### src/rtl/pyfive_pad_mux.sv
// ---------------------------------------------------------------------------
// pyfive_pad_mux
//
// Register-programmable pad multiplexer for the user-area wrapper. Each pad
// picks one of four sources: a tie-off, the user core, a software-driven
// output bit, or a software-readable input. The block also provides
// synchronised pad input readback, rising-edge capture with per-pad
// interrupt enables, and a Wishbone classic slave for configuration.
//
// Parameters:
//   N_PADS    number of pads handled (1..64)
//   CORE_LO   lowest pad index wired to the core window
//   CORE_W    core window width (CORE_LO + CORE_W <= N_PADS)
//   BASE_ADDR Wishbone base address of the 64-byte register window
//
// Ports:
//   wb_clk_i, wb_rst_i         clock and synchronous active-high reset
//   wbs_cyc_i/stb_i/we_i       Wishbone classic controls
//   wbs_sel_i                  byte enables
//   wbs_adr_i, wbs_dat_i       address and write data
//   wbs_ack_o, wbs_dat_o       acknowledge and registered read data
//   core_out, core_oeb         core-side pad drive / output-enable-bar
//   core_in                    pad inputs of the core window (combinational)
//   io_in                      pad inputs
//   io_out, io_oeb             pad drive / output-enable-bar
//   irq                        registered interrupt (any enabled EDGE bit)
// ---------------------------------------------------------------------------
module pyfive_pad_mux #(
  parameter int          N_PADS    = 38,
  parameter int          CORE_LO   = 11,
  parameter int          CORE_W    = 16,
  parameter logic [31:0] BASE_ADDR = 32'h3000_0000
) (
  input  logic              wb_clk_i,
  input  logic              wb_rst_i,
  input  logic              wbs_cyc_i,
  input  logic              wbs_stb_i,
  input  logic              wbs_we_i,
  input  logic [3:0]        wbs_sel_i,
  input  logic [31:0]       wbs_adr_i,
  input  logic [31:0]       wbs_dat_i,
  output logic              wbs_ack_o,
  output logic [31:0]       wbs_dat_o,
  input  logic [CORE_W-1:0] core_out,
  input  logic [CORE_W-1:0] core_oeb,
  output logic [CORE_W-1:0] core_in,
  input  logic [N_PADS-1:0] io_in,
  output logic [N_PADS-1:0] io_out,
  output logic [N_PADS-1:0] io_oeb,
  output logic              irq
);

  // Pad modes
  localparam logic [1:0] MODE_TIE   = 2'd0;
  localparam logic [1:0] MODE_CORE  = 2'd1;
  localparam logic [1:0] MODE_SWOUT = 2'd2;
  localparam logic [1:0] MODE_SWIN  = 2'd3;

  // One bit per implemented pad; bits at or above N_PADS stay 0 forever.
  function automatic logic [63:0] padMask();
    logic [63:0] m;
    for (int i = 0; i < 64; i++) m[i] = (i < N_PADS);
    return m;
  endfunction

  // Two mode bits per implemented pad.
  function automatic logic [127:0] modeMask();
    logic [127:0] m;
    for (int i = 0; i < 64; i++) m[2*i +: 2] = (i < N_PADS) ? 2'b11 : 2'b00;
    return m;
  endfunction

  // Pads inside the core window come out of reset connected to the core.
  function automatic logic [127:0] modeReset();
    logic [127:0] m;
    for (int i = 0; i < 64; i++)
      m[2*i +: 2] = (i >= CORE_LO && i < CORE_LO + CORE_W && i < N_PADS) ? MODE_CORE : MODE_TIE;
    return m;
  endfunction

  function automatic logic [31:0] mergeWord(input logic [31:0] oldVal,
                                            input logic [31:0] newVal,
                                            input logic [31:0] mask);
    return (oldVal & ~mask) | (newVal & mask);
  endfunction

  localparam logic [63:0]  PAD_MASK   = padMask();
  localparam logic [127:0] MODE_MASK  = modeMask();
  localparam logic [127:0] MODE_RESET = modeReset();

  typedef enum logic {
    ST_IDLE,
    ST_ACK
  } wbState_t;

  wbState_t       r_state;
  wbState_t       w_stateNext;

  logic [127:0]   r_mode;
  logic [63:0]    r_out;
  logic [63:0]    r_edge;
  logic [63:0]    r_irqEn;
  logic [63:0]    r_sync1;
  logic [63:0]    r_sync2;
  logic [31:0]    r_datO;
  logic           r_irq;

  logic [63:0]    w_padIn;
  logic           w_hit;
  logic           w_access;
  logic           w_write;
  logic [3:0]     w_wordIdx;
  logic [31:0]    w_byteMask;
  logic [31:0]    w_readData;
  logic [63:0]    w_rise;
  logic [63:0]    w_edgeClr;
  logic           w_unused;

  assign w_unused   = ^wbs_adr_i[1:0];

  assign w_hit      = (wbs_adr_i[31:6] == BASE_ADDR[31:6]);
  // A new access is only taken from IDLE, so a held stb acks every other cycle.
  assign w_access   = wbs_cyc_i & wbs_stb_i & w_hit & (r_state == ST_IDLE);
  assign w_write    = w_access & wbs_we_i;
  assign w_wordIdx  = wbs_adr_i[5:2];
  assign w_byteMask = {{8{wbs_sel_i[3]}}, {8{wbs_sel_i[2]}},
                       {8{wbs_sel_i[1]}}, {8{wbs_sel_i[0]}}};

  always_comb begin
    w_padIn             = '0;
    w_padIn[N_PADS-1:0] = io_in;
  end

  // The sync pipeline's second stage is the architectural input value;
  // a rise is seen when the first stage has just gone high.
  assign w_rise = r_sync1 & ~r_sync2;

  always_comb begin
    w_edgeClr = '0;
    if (w_write && w_wordIdx == 4'd8)
      w_edgeClr[31:0] = wbs_dat_i & w_byteMask;
    if (w_write && w_wordIdx == 4'd9)
      w_edgeClr[63:32] = wbs_dat_i & w_byteMask;
  end

  always_comb begin
    w_readData = '0;
    case (w_wordIdx)
      4'd0:    w_readData = r_mode[31:0];
      4'd1:    w_readData = r_mode[63:32];
      4'd2:    w_readData = r_mode[95:64];
      4'd3:    w_readData = r_mode[127:96];
      4'd4:    w_readData = r_out[31:0];
      4'd5:    w_readData = r_out[63:32];
      4'd6:    w_readData = r_sync2[31:0];
      4'd7:    w_readData = r_sync2[63:32];
      4'd8:    w_readData = r_edge[31:0];
      4'd9:    w_readData = r_edge[63:32];
      4'd10:   w_readData = r_irqEn[31:0];
      4'd11:   w_readData = r_irqEn[63:32];
      default: w_readData = '0;
    endcase
  end

  always_comb begin
    w_stateNext = r_state;
    case (r_state)
      ST_IDLE: if (w_access) w_stateNext = ST_ACK;
      ST_ACK:  w_stateNext = ST_IDLE;
      default: w_stateNext = ST_IDLE;
    endcase
  end

  always_ff @(posedge wb_clk_i) begin
    if (wb_rst_i) r_state <= ST_IDLE;
    else          r_state <= w_stateNext;
  end

  always_ff @(posedge wb_clk_i) begin
    if (wb_rst_i) begin
      r_mode  <= MODE_RESET;
      r_out   <= '0;
      r_edge  <= '0;
      r_irqEn <= '0;
      r_sync1 <= '0;
      r_sync2 <= '0;
      r_datO  <= '0;
      r_irq   <= 1'b0;
    end else begin
      r_sync1 <= w_padIn;
      r_sync2 <= r_sync1;
      // Clear first, then OR in new rises so a simultaneous set wins.
      r_edge  <= ((r_edge & ~w_edgeClr) | w_rise) & PAD_MASK;
      r_irq   <= |(r_edge & r_irqEn);
      // Read data is only meaningful during the ack cycle; zero otherwise.
      r_datO  <= w_access ? w_readData : '0;
      if (w_write) begin
        case (w_wordIdx)
          4'd0:  r_mode[31:0]    <= mergeWord(r_mode[31:0],    wbs_dat_i, w_byteMask) & MODE_MASK[31:0];
          4'd1:  r_mode[63:32]   <= mergeWord(r_mode[63:32],   wbs_dat_i, w_byteMask) & MODE_MASK[63:32];
          4'd2:  r_mode[95:64]   <= mergeWord(r_mode[95:64],   wbs_dat_i, w_byteMask) & MODE_MASK[95:64];
          4'd3:  r_mode[127:96]  <= mergeWord(r_mode[127:96],  wbs_dat_i, w_byteMask) & MODE_MASK[127:96];
          4'd4:  r_out[31:0]     <= mergeWord(r_out[31:0],     wbs_dat_i, w_byteMask) & PAD_MASK[31:0];
          4'd5:  r_out[63:32]    <= mergeWord(r_out[63:32],    wbs_dat_i, w_byteMask) & PAD_MASK[63:32];
          4'd10: r_irqEn[31:0]   <= mergeWord(r_irqEn[31:0],   wbs_dat_i, w_byteMask) & PAD_MASK[31:0];
          4'd11: r_irqEn[63:32]  <= mergeWord(r_irqEn[63:32],  wbs_dat_i, w_byteMask) & PAD_MASK[63:32];
          default: ;
        endcase
      end
    end
  end

  // Pad mux. Outside the core window there is no core signal to route,
  // so mode CORE collapses to the tie-off there.
  for (genvar p = 0; p < N_PADS; p++) begin : g_pad
    logic [1:0] w_mode;
    assign w_mode = r_mode[2*p +: 2];
    if (p >= CORE_LO && p < CORE_LO + CORE_W) begin : g_core
      assign io_out[p] = (w_mode == MODE_CORE)  ? core_out[p-CORE_LO] :
                         (w_mode == MODE_SWOUT) ? r_out[p] :
                         (w_mode == MODE_SWIN)  ? 1'b0 : 1'b1;
      assign io_oeb[p] = (w_mode == MODE_CORE)  ? core_oeb[p-CORE_LO] :
                         (w_mode == MODE_SWOUT) ? 1'b0 : 1'b1;
    end else begin : g_fixed
      assign io_out[p] = (w_mode == MODE_SWOUT) ? r_out[p] :
                         (w_mode == MODE_SWIN)  ? 1'b0 : 1'b1;
      assign io_oeb[p] = (w_mode == MODE_SWOUT) ? 1'b0 : 1'b1;
    end
  end

  assign core_in   = io_in[CORE_LO +: CORE_W];
  assign wbs_ack_o = (r_state == ST_ACK);
  assign wbs_dat_o = r_datO;
  assign irq       = r_irq;

endmodule

### config.mk
export PLATFORM = sky130hd
export DESIGN_NAME = pyfive_pad_mux
export DESIGN_NICKNAME = d
export VERILOG_FILES = /design/src/rtl/pyfive_pad_mux.sv
export SDC_FILE = /design/constraint.sdc
export NUM_CORES = 1
export LEC_CHECK = 0
export CORE_MARGIN = 5
export CORE_UTILIZATION = 40
export CTS_BUF_LIST = sky130_fd_sc_hd__clkbuf_4 sky130_fd_sc_hd__clkbuf_8
export CTS_CLUSTER_DIAMETER = 100
export DETAILED_ROUTE_END_ITERATION = 10
export GPL_TIMING_DRIVEN = 0
export PLACE_DENSITY = 0.68
export SLEW_MARGIN = 30
export SYNTH_ARGS = -nofsm -noshare
export SYNTH_HDL_FRONTEND = slang
export SYNTH_SLANG_ARGS = --single-unit
### constraint.sdc
create_clock -name wb_clk_i -period 1.9 [get_ports wb_clk_i]
set_input_delay 0.285 -clock wb_clk_i [delete_from_list [all_inputs] [get_ports wb_clk_i]]
set_output_delay 0.285 -clock wb_clk_i [all_outputs]
set_load 0.1 [all_outputs]
==> results.tsv <==
stage	metric	value	unit
detailed_routing	wl	55.8	mm
clock_tree	cts_sinks	300	
timing	period_minus_slack	2.04	ns
synthesis	synthFlopType	dfxtp_1	
detailed_routing	drt-vias-per-instance	6.05	
worst_setup_path	critPathLaunchType	input pin	
worst_setup_path	cp_max_fo	10	
die	dieArea	35800	µm²
worst_setup_path	critPathMostFrequentCell	buf_4	
timing	clock_skew	0.0211	ns
synthesis	yosysWarnings	0	
grt	globalRouteTotalUtil	0.298	
grt	grt_pass1_wl	81.0	mm
clock_tree	ctsRootBufferMaster	clkbuf_8	
timing	worst_slew_pin_slew	0.718	ns
synthesis	yosys_register_bits	300	
die	io-pin-count	269	
synthesis	yosys-top-cells-area	dfxtp_1 (47%), mux2i_1 (9.7%), nor2b_1 (4.6%)	
timing	rsz0062_at_grt	true	
layout	finish.utilization	0.570	
pwr	clkPwrFrac	0.418	
timing	relSlewSlack	0.521	
run_status	status	complete, but fails checks	
placement	post-dp-hpwl	40.9	mm
clock_tree	htreeDepth	2	
pwr	power_frac_seq	0.466	
layout	antennaDiodeCount	0	
timing	hold_viol_final	0	
placement	place_congestion	0.958	
timing	fmax	0.490	GHz
worst_setup_path	crit_chain	clkdlybuf4s50_1, nor4b_4, buf_4, buf_4, buf_6, a22oi_1, a21oi_1	
clock_tree	holdBufCountCts	0	
die	die_w	189	µm
worst_setup_path	cp_num_buf_inv	4	
pwr	p_per_area	780	nW/µm²
clock_tree	tritoncts	built	
run	maxCapViolations	0	
pwr	p_comb_frac	0.116	
detailed_routing	num_vias	12900	
worst_setup_path	cp_slowest_stage_delay	0.56	ns
timing	fin_ws	-0.142	ns
synthesis	syn_area_per_cell	9.62	µm²
synthesis	syn-num-nets	1480	
clock_tree	clkSlewWorstSetupHoldPaths	0.06	ns
run_status	violations	setup timing	
timing	drv_slew	0	
worst_hold_path	hp-class	input pin to flop	
detailed_routing	avgRoutedWirePerCell	26.2	µm
detailed_routing	drt.antenna.violating_nets	0	
grt	overflow	0	
pwr	p_int	10.3	mW
timing	timing.final.crit_share	1.07	
worst_setup_path	path_delay_family	buffers and inverters	
pwr	p_leak	6.98	nW
layout	final_cells	2128	
worst_setup_path	cp_slowest_cell	clkdlybuf4s50_1	
worst_setup_path	arrival	2.50	ns
layout	fin_nets	1834	
layout	drive_above_1_share	0.274	
synthesis	synth_cell_types	44	
clock_tree	worstSkewPairLatency	0.59	ns
clock_tree	clockBufferDepth	3	
timing	setup_viol	7	
placement	place_inst	2004	
die	start_util	0.407	
die	core.rowCount	65	
synthesis	synth_edf_count	0	
synthesis	syn_inst	1337	
placement	io_buffers	264	
synthesis	netlist_area	12900	µm²
synthesis	synth-seq-area-share	0.467	
die	die_h	189	µm
die	core	31600	µm²
pwr	p_switching	3.74	mW
pwr	switching_share	0.266	
synthesis	yosys.area.top_type	dfxtp_1	
clock_tree	cts_buffers	50	
grt	grt_pass1_vias	12700	
worst_setup_path	cp-end-kind	flop	
synthesis	yosys.area.top_type_share	0.467	
worst_setup_path	required	2.36	ns
detailed_routing	drt_iter0_markers	1904	
layout	fillers	2792	
synthesis	synth-async-reset-ratio	0	
grt	grt_max_degree	14	
layout	area_growth_syn_to_layout	40.1	%
worst_setup_path	crit_type	input pin to flop	
grt	antenna_found_initial	1	
detailed_routing	dr.pass1.iters	8	
pwr	irDropWorstVdd	0.000467	V
detailed_routing	route.detailed.drc	0	
path summary, 6_finish.rpt:
path | slack (ns) | endpoint | cells after the start | start
hold reg to reg | 0.46 | r_sync2[35] | 1 | r_sync1[35]
hold / removal | 0.25 | r_sync1[31] | 2 | io_in[31]
setup reg to reg | 0 | r_edge[36] | 6 | wbs_ack_o
setup / recovery | -0.14 | wbs_dat_o[18] | 7 | wbs_adr_i[4]
routing by layer:
layer,share of wire,track usage
met2,0.44,0.464
met1,0.39,0.388
met3,0.12,0.0782
met4,0.053,0.139
met5,0,0
timing repair:
item / CTS / global route
setup buffers: 33 / 3
endpoints found under the setup margin: 361 / 233
pin swaps: 17 / 6
gates cloned: 1 / 0
gates resized for setup: 705 / 109
endpoints found under the hold margin: 0 / 0
placed cells by master (no fill, tap or decap), types with 22 or more instances in the layout:
cell             instances
nand2_1                126
buf_6                   28
nor2b_1                 95
clkdlybuf4s50_1        137
nand4_1                 46
clkbuf_8                61
inv_1                   53
buf_4                   81
a221oi_1                28
buf_2                   22
a21oi_1                 41
nand2b_1                47
a22oi_1                 50
mux2i_1                109
clkbuf_4                56
clkdlybuf4s15_2         50
dfxtp_1                278
nor2_1                  49
a32o_1                  30
a22o_1                  53
clkbuf_2                34
cell usage after synthesis (all sizes together) (11+ instances only):
library cell and n:
dfxtp 300, and3 11, nor2b 95, buf 37, o31ai 16, nor4 17
inv 53, a22o 53, a32o 30, nand2 127, mux2i 125, a222oi 13
o21ai 25, nand4 47, a22oi 50, a221oi 29, a31o 12, nand2b 47
clkbuf 68, nor2 50, nand3 15, a21oi 58
cell type report:
cell class              instances  area [µm²]  share of cell area
clock buffers                  82         991              0.0550
multi-input cells             879        6650               0.369
plain buffers                 105         671              0.0372
repair buffers                302        2940               0.163
flip-flops and latches        300        6040               0.335
clock inverters                 5        33.8             0.00187
well taps                     402         503              0.0279
inverters                      53         199              0.0110
kinds of logic after synthesis:
| group | share of synthesized area |
|---|---|
| AND/OR/NAND/NOR | 0.207 |
| buffers and inverters | 0.0520 |
| flip-flops | 0.467 |
| multiplexers | 0.0973 |
| AO/OA/AOI/OAI | 0.177 |
power by group through the flow:
stage / logic [mW] / registers (mW) / clock network (mW)
floorplan: 0.855 / 6.62 / 0
global placement: 1.52 / 6.68 / 0
detailed placement: 1.53 / 6.68 / 0
CTS: 1.58 / 6.55 / 5.88
global route: 1.69 / 6.56 / 6.23
finish: 1.63 / 6.56 / 5.87
stage by stage:
| stage | setup WS (ns) | hold WS [ns] | cell area (µm²) | power, mW | TNS (ns) |
|---|---|---|---|---|---|
| global placement | -1.70 | 0.455 | 16200 | 8.20 | -321.11 |
| global route | -0.0555 | 0.245 | 18000 | 14.5 | -0.197 |
| detailed placement | -1.72 | 0.457 | 16200 | 8.21 | -309.68 |
| finish | -0.142 | 0.255 | 18000 | 14.1 | -0.219 |
| CTS | -0.0112 | 0.242 | 17800 | 14.0 | -0.0112 |
| floorplan | -0.102 | 0.413 | 13100 | 7.48 | -0.102 |
worst reg2reg max path, cell delays in order, from the launching register on:
cell and delay [ns]:
dfxtp_4 0.35, nor4_4 0.20, and4_1 0.26, buf_6 0.20, buf_4 0.23, nand4_1 0.24, a32o_1 0.33
No activity file was read; power rests on OpenSTA's default activity.
